[src/rtl/rf_arb_pkg.sv]
// Shared types and constants for the register-file write-port arbiter.
package rf_arb_pkg;

   typedef enum logic {S_P0PRI, S_P1FORCE} arb_state_t;

   localparam int unsigned RF_ADDR_W = 5;
   localparam int unsigned RF_DATA_W = 32;

   localparam logic [RF_ADDR_W-1:0] REG_ZERO = '0;

endpackage : rf_arb_pkg

[src/rtl/rf_write_arbiter.sv]
// Shares the register file's single write port between the ALU writeback (port 0)
// and the load writeback (port 1), with anti-starvation forcing for port 1.
module rf_write_arbiter
   import rf_arb_pkg::*;
#(
   parameter int unsigned ADDR_WIDTH = RF_ADDR_W,
   parameter int unsigned DATA_WIDTH = RF_DATA_W,
   parameter int unsigned MAX_WAIT   = 3
) (
   input  logic                  clk,
   input  logic                  rst,
   input  logic                  p0_valid,
   input  logic [ADDR_WIDTH-1:0] p0_addr,
   input  logic [DATA_WIDTH-1:0] p0_data,
   output logic                  p0_ready,
   input  logic                  p1_valid,
   input  logic [ADDR_WIDTH-1:0] p1_addr,
   input  logic [DATA_WIDTH-1:0] p1_data,
   output logic                  p1_ready,
   output logic [ADDR_WIDTH-1:0] A3,
   output logic [DATA_WIDTH-1:0] WD3,
   output logic                  WE3,
   output logic                  conflict
);

   localparam int unsigned          CNT_W     = 4;
   localparam logic [CNT_W-1:0]     WAIT_MAX  = CNT_W'(MAX_WAIT);
   localparam logic [CNT_W-1:0]     WAIT_LAST = CNT_W'(MAX_WAIT - 1);
   localparam logic [ADDR_WIDTH-1:0] ADDR_ZERO = ADDR_WIDTH'(REG_ZERO);

   arb_state_t       r_state;
   arb_state_t       w_state_nxt;
   logic [CNT_W-1:0] r_wait_cnt;
   logic [CNT_W-1:0] w_wait_cnt_nxt;

   logic w_p0_nz;
   logic w_p1_nz;
   logic w_p0_grant;
   logic w_p1_grant;
   logic w_p1_denied;

   // Grant logic: register-0 writes are acknowledged without using the slot
   always_comb begin
      w_p0_nz     = p0_valid && (p0_addr != ADDR_ZERO);
      w_p1_nz     = p1_valid && (p1_addr != ADDR_ZERO);
      w_p0_grant  = 1'b0;
      w_p1_grant  = 1'b0;
      if (!rst) begin
         if (r_state == S_P1FORCE) begin
            w_p1_grant = w_p1_nz;
            w_p0_grant = w_p0_nz && !w_p1_nz;
         end else begin
            w_p0_grant = w_p0_nz;
            w_p1_grant = w_p1_nz && !w_p0_nz;
         end
      end
      p0_ready    = !rst && p0_valid && (!w_p0_nz || w_p0_grant);
      p1_ready    = !rst && p1_valid && (!w_p1_nz || w_p1_grant);
      w_p1_denied = !rst && w_p1_nz && !w_p1_grant;
   end

   // Starvation counter and priority FSM next-state
   always_comb begin
      w_state_nxt    = r_state;
      w_wait_cnt_nxt = r_wait_cnt;

      if (!p1_valid || p1_ready) begin
         w_wait_cnt_nxt = '0;
      end else if (w_p1_denied && (r_wait_cnt != WAIT_MAX)) begin
         w_wait_cnt_nxt = r_wait_cnt + CNT_W'(1);
      end

      case (r_state)
         S_P0PRI: begin
            if (w_p1_denied && (r_wait_cnt == WAIT_LAST)) begin
               w_state_nxt = S_P1FORCE;
            end
         end
         S_P1FORCE: begin
            if (p1_ready || !p1_valid) begin
               w_state_nxt = S_P0PRI;
            end
         end
         default: w_state_nxt = S_P0PRI;
      endcase
   end

   always_ff @(posedge clk) begin
      if (rst) begin
         r_state    <= S_P0PRI;
         r_wait_cnt <= '0;
         WE3        <= 1'b0;
         A3         <= '0;
         WD3        <= '0;
         conflict   <= 1'b0;
      end else begin
         r_state    <= w_state_nxt;
         r_wait_cnt <= w_wait_cnt_nxt;
         WE3        <= w_p0_grant || w_p1_grant;
         conflict   <= w_p0_nz && w_p1_nz;
         if (w_p1_grant) begin
            A3  <= p1_addr;
            WD3 <= p1_data;
         end else if (w_p0_grant) begin
            A3  <= p0_addr;
            WD3 <= p0_data;
         end
      end
   end

endmodule : rf_write_arbiter

[config.mk]
export PLATFORM = sky130hd
export DESIGN_NAME = rf_write_arbiter
export DESIGN_NICKNAME = d
export VERILOG_FILES = /design/src/rtl/rf_arb_pkg.sv /design/src/rtl/rf_write_arbiter.sv
export SDC_FILE = /design/constraint.sdc
export NUM_CORES = 1
export LEC_CHECK = 0
export CORE_MARGIN = 4
export CORE_UTILIZATION = 35
export DETAILED_ROUTE_END_ITERATION = 6
export GPL_ROUTABILITY_DRIVEN = 0
export PLACE_DENSITY_LB_ADDON = 0.12
export SLEW_MARGIN = 10
export SYNTH_ARGS = -nofsm -noshare
export SYNTH_HDL_FRONTEND = slang
export SYNTH_SLANG_ARGS = --single-unit
[constraint.sdc]
create_clock -name clk -period 1.6 [get_ports clk]
set_input_delay 0.32 -clock clk [delete_from_list [all_inputs] [get_ports clk]]
set_output_delay 0.32 -clock clk [all_outputs]
set_load 0.1 [all_outputs]
Word level (Yosys, flattened, before mapping):

Index checks and enable logic that the tools add are counted.
Widths: inputs -> output; s select.

* bits of input ports: 78
* register bits: 44
* output and inout bits: 41

* muxes and demuxes: 11
* equality and inequality tests: 2
* bitwise logic cells: 1
* $add $sub $neg: 1
* reduce and logical (&&, ||, !) cells: 26

Operators by type and width (count)
* $mux 32: 2
* $logic_and 1x1->1: 13
* $mux 5: 2
* $reduce_bool 5->1: 2
* $mux 1: 6
* $logic_not 1->1: 5
* $add 4x1->4 const B: 1
* $eq 4x2->1 const B: 1
* $logic_or 1x1->1: 4
* $ne 4x2->1 const B: 1
* $pmux 1 s2: 1
* $reduce_bool 2->1: 1
* $reduce_or 2->1: 1
* $not 1->1: 1

Longest topological paths before layout:

* depth after elaboration: 11
* depth in mapped cells: 6
* mapped depth without buffers: 4

Worst setup path after synthesis:

OpenSTA, ideal clock, no wires.

* kind: input-to-output
* start point: input p1_addr[1]
* end point: output p0_ready
* required time: 1.280 ns
* cell stages on the path: 5
* path slack: -2.214 ns
* arrival time: 3.494 ns
* cells stage by stage: nor4_4 a21boi_1 clkbuf_1 buf_2 a311oi_1

* longest elaborated chain between the ends: 8

RTL lines
* start: declaration: RTL line rf_write_arbiter.sv:17 `input logic [ADDR_WIDTH-1:0] p1_addr,`
* $reduce_bool 5->1: RTL line rf_write_arbiter.sv:45 `w_p1_nz = p1_valid && (p1_addr != ADDR_ZERO);`
* $logic_and 1x1->1: RTL line rf_write_arbiter.sv:45
* $logic_not 1->1: RTL line rf_write_arbiter.sv:51 `w_p0_grant = w_p0_nz && !w_p1_nz;`
* $logic_and 1x1->1: RTL line rf_write_arbiter.sv:51
* $mux 1: RTL line rf_write_arbiter.sv:49 `if (r_state == S_P1FORCE) begin`
* $mux 1: RTL line rf_write_arbiter.sv:48 `if (!rst) begin`
* $logic_or 1x1->1: RTL line rf_write_arbiter.sv:57 `p0_ready = !rst && p0_valid && (!w_p0_nz || w_p0_grant);`
* $logic_and 1x1->1: RTL line rf_write_arbiter.sv:57
* end: declaration: RTL line rf_write_arbiter.sv:15 `output logic p0_ready,`

Every way passes these cells.

Final worst setup path:

* start point: input p1_addr[0]
* end point: output p0_ready

Same word-level chain as after synthesis.

==> results.md <==
- Critical path peak fanout: 2
- Crit. End Element: output pin
- Synth warnings: 0
- Placed Area: 4110 µm²
- Required time worst endpoint: approximately 1.3 ns
- Die Y: ~87 µm
- Utilization after layout: 72.6%
- CTS tree: done
- Iter 0 DRT Violations: approximately 90
- Worst path cell trace: buf_8 -> nor4_4 -> a21boi_4 -> a311oi_4 -> buf_12
- Clock Sinks: 44
- Worst Tran Pin Value: between 0.3 and 0.4 ns
- Clock Power Share: a little under a fifth
- PortBufs: between 100 and 150
- Dpl hpwl: 5770 µm
- Startpoint types: input port
- Highest Clock Rate: 567 MHz
- Core ar.: 5990 µm²
- Crit path time final: 1.76 ns
- Initial Utilization: 36.7%
- Worst Skew: 0.0116 ns
- Mapped Cells: 260
- Detailed-route wire length: around 8200 µm
- Hold/Removal Path Class: input port to flop
- Worst vdd ir: 0.448 mV
- MaxCap Viol Count: 0
- First-pass GRT wire length: 12700 µm
- Pre-antenna DRT Iters: 4
- Synthesized area per cell: 8.45 µm²
- Rel. slew slack: 78.0%
- Unrepaired setup endpoints after global routing: yes
- CP peak stage delay: 0.37 ns
- Post-Layout Inst Area: 4350 µm²
- Vias per inst: 5.70
- P_sw: 1.40 mW
- Total global-route track usage: 21.1%
- CTS Buf Count: 5
- Failing checks: negative setup slack
- Register area share after synthesis: 40.1%
- IO Pins: between 100 and 150
- Final hold violation count: 0
- Initial antenna violation count: 0
- Maximum number of pins on one net before global-route repair: 25
- Global route overflow: 0
- Combinational fraction of design power: 45.2%
- PD cells: 815 nW/µm²
- Post-route insts no fill: 468
- Fin. max-slew vios: 0
- Setup ws final: -0.162 ns
- Ant diodes: 0
- Post-synthesis cell type count: 30
- H-tree depth reported by CTS: 2
- FFs w/ async S/R, synth: 0%
- Crit Path Category: input port to output pin
- Worst-skew pair later-pin latency: 0.30 ns
- Ys flop type: dfxtp_1
- Reg power frac: around 36%
- Routed Antenna Nets: 0
- Placed insts: roughly 450
- Crit path DAT: 1.44 ns
- Post-synth EDFFs: 0
- Avg WL per Cell: 17.5 µm
- Total negative setup slack: -0.268 ns
- Layout cells sized above 1: 31.3%
- Area Overhead vs Synth: 98.2%
- Status: finished with violations
- Clk pin slew, worst setup/hold paths: 0.07 ns
- Vias in the first global route: 2558
- Vias: between 2000 and 3000
- DRC: 0
- Leak: between 1.5 and 2 nW
- # setup viols final: 2
- Post-cts hold buffer count: 0
- Post-Place Setup Slack: -0.600 ns
- Nets: 473
- Mapped Area: 2200 µm²
- Hold WS: 0.322 ns
- FP Rows: 28
- DIE AREA: 7600 µm²
- Die X: 87.2 µm
- Net Sw Frac: between 30 and 40%
- Syn_nets: 340
- Tot Pwr: 3.55 mW
- CP max stage cell: nor4_4
- Tcrit/Tclk final: 110%
- Synthesized flop and latch total: 44
- Int Pwr: 2.14 mW
- CTS max path bufs: 2
- Root cell of the clock tree: clkbuf_8
==> registers in the layout, summed over array words and instances, names as in the netlist <==
register / cells
r_state: 1
conflict: 1
A3: 5
WD3: 32
r_wait_cnt: 4
WE3: 1
==> power by group through the flow <==
stage | sequential (mW) | combinational, mW | clock [mW]
after floorplan | 1.83 | 0.296 | 0
after global placement | 1.29 | 1.55 | 0
after detailed placement | 1.29 | 1.56 | 0
after CTS | 1.27 | 1.59 | 0.694
after global routing | 1.28 | 1.66 | 0.749
final | 1.27 | 1.60 | 0.678
==> cells in the final DEF, fill, tap and decap left out, types with 2 or more instances in the layout <==
cell type        instances
clkdlybuf4s50_1         64
buf_12                  48
dfxtp_1                 44
nand3_1                 39
o21ai_0                 37
nor3_1                  37
buf_4                   25
a311oi_1                22
a311oi_2                15
buf_6                    9
nor2_1                   6
clkbuf_8                 5
a21oi_4                  3
nand2_1                  3
buf_2                    3
dlygate4sd2_1            3
clkinv_2                 2
nor2b_1                  2
ha_1                     2
clkdlybuf4s15_1          2
==> path summary, 6_finish.rpt <==
check                start             to  slack (ns)  cells after the start
max             p1_addr[0]       p0_ready       -0.16                      5
min             p0_addr[0]          A3[0]        0.32                      3
max reg2reg        r_state        WD3[10]        0.15                      5
min reg2reg  r_wait_cnt[1]  r_wait_cnt[1]        0.54                      2
==> final cells by class <==
cell class | count | area (µm²)
flip-flops and latches | 44 | 881
multi-input cells | 183 | 1310
clock buffers | 6 | 72.6
repair buffers | 156 | 1980
inverters | 3 | 12.5
well taps | 75 | 93.8
fillers | 435 | 1640
clock inverters | 1 | 5.00
==> what timing repair did <==
item,CTS,global route
gates resized for setup,52,9
setup endpoints to repair,45,17
pin swaps,7,3
setup buffers,9,1
==> cells in the mapped netlist (all sizes together) (2+ instances only) <==
| cell | count | share of area [%] |
|---|---|---|
| nand2 | 5 | 0.85 |
| a311oi | 38 | 18 |
| ha | 2 | 1.1 |
| dfxtp | 44 | 40 |
| o21ai | 37 | 8.4 |
| nand3 | 39 | 8.9 |
| inv | 2 | 0.34 |
| nor2 | 7 | 1.2 |
| buf | 11 | 2.8 |
| a21oi | 3 | 0.68 |
| clkbuf | 19 | 3.2 |
| a211oi | 2 | 0.68 |
| nor2b | 2 | 0.57 |
| nor3 | 38 | 8.9 |
==> per-layer routing <==
metal	vias up	track usage, %	part of all wire (%)	wire (µm)
met2	116	34.4	50	4100
met3	14	5.01	8.2	673
li1	1259	-	-	-
met5	-	0	0	0
met1	1277	27.2	40	3280
met4	0	7.25	1.7	137
==> cell families after synthesis <==
| family | Yosys count | share of synthesized area, % |
|---|---|---|
| and+or+nand+nor | 95 | 22.2 |
| muxes | 1 | 0.513 |
| buffers and inverters | 33 | 6.61 |
| AOI/OAI and AO/OA | 83 | 28.6 |
| xor gates and xnor gates | 2 | 0.798 |
| DFF | 44 | 40.1 |
| adders and majority gates | 2 | 1.14 |
==> critical path: cells and delay by family <==
family,cells,cell delay (ns)
AO/OA/AOI/OAI,2,0.43
buffers and inverters,2,0.32
AND/OR/NAND/NOR,1,0.37
Power figures use the tool's default switching activity.
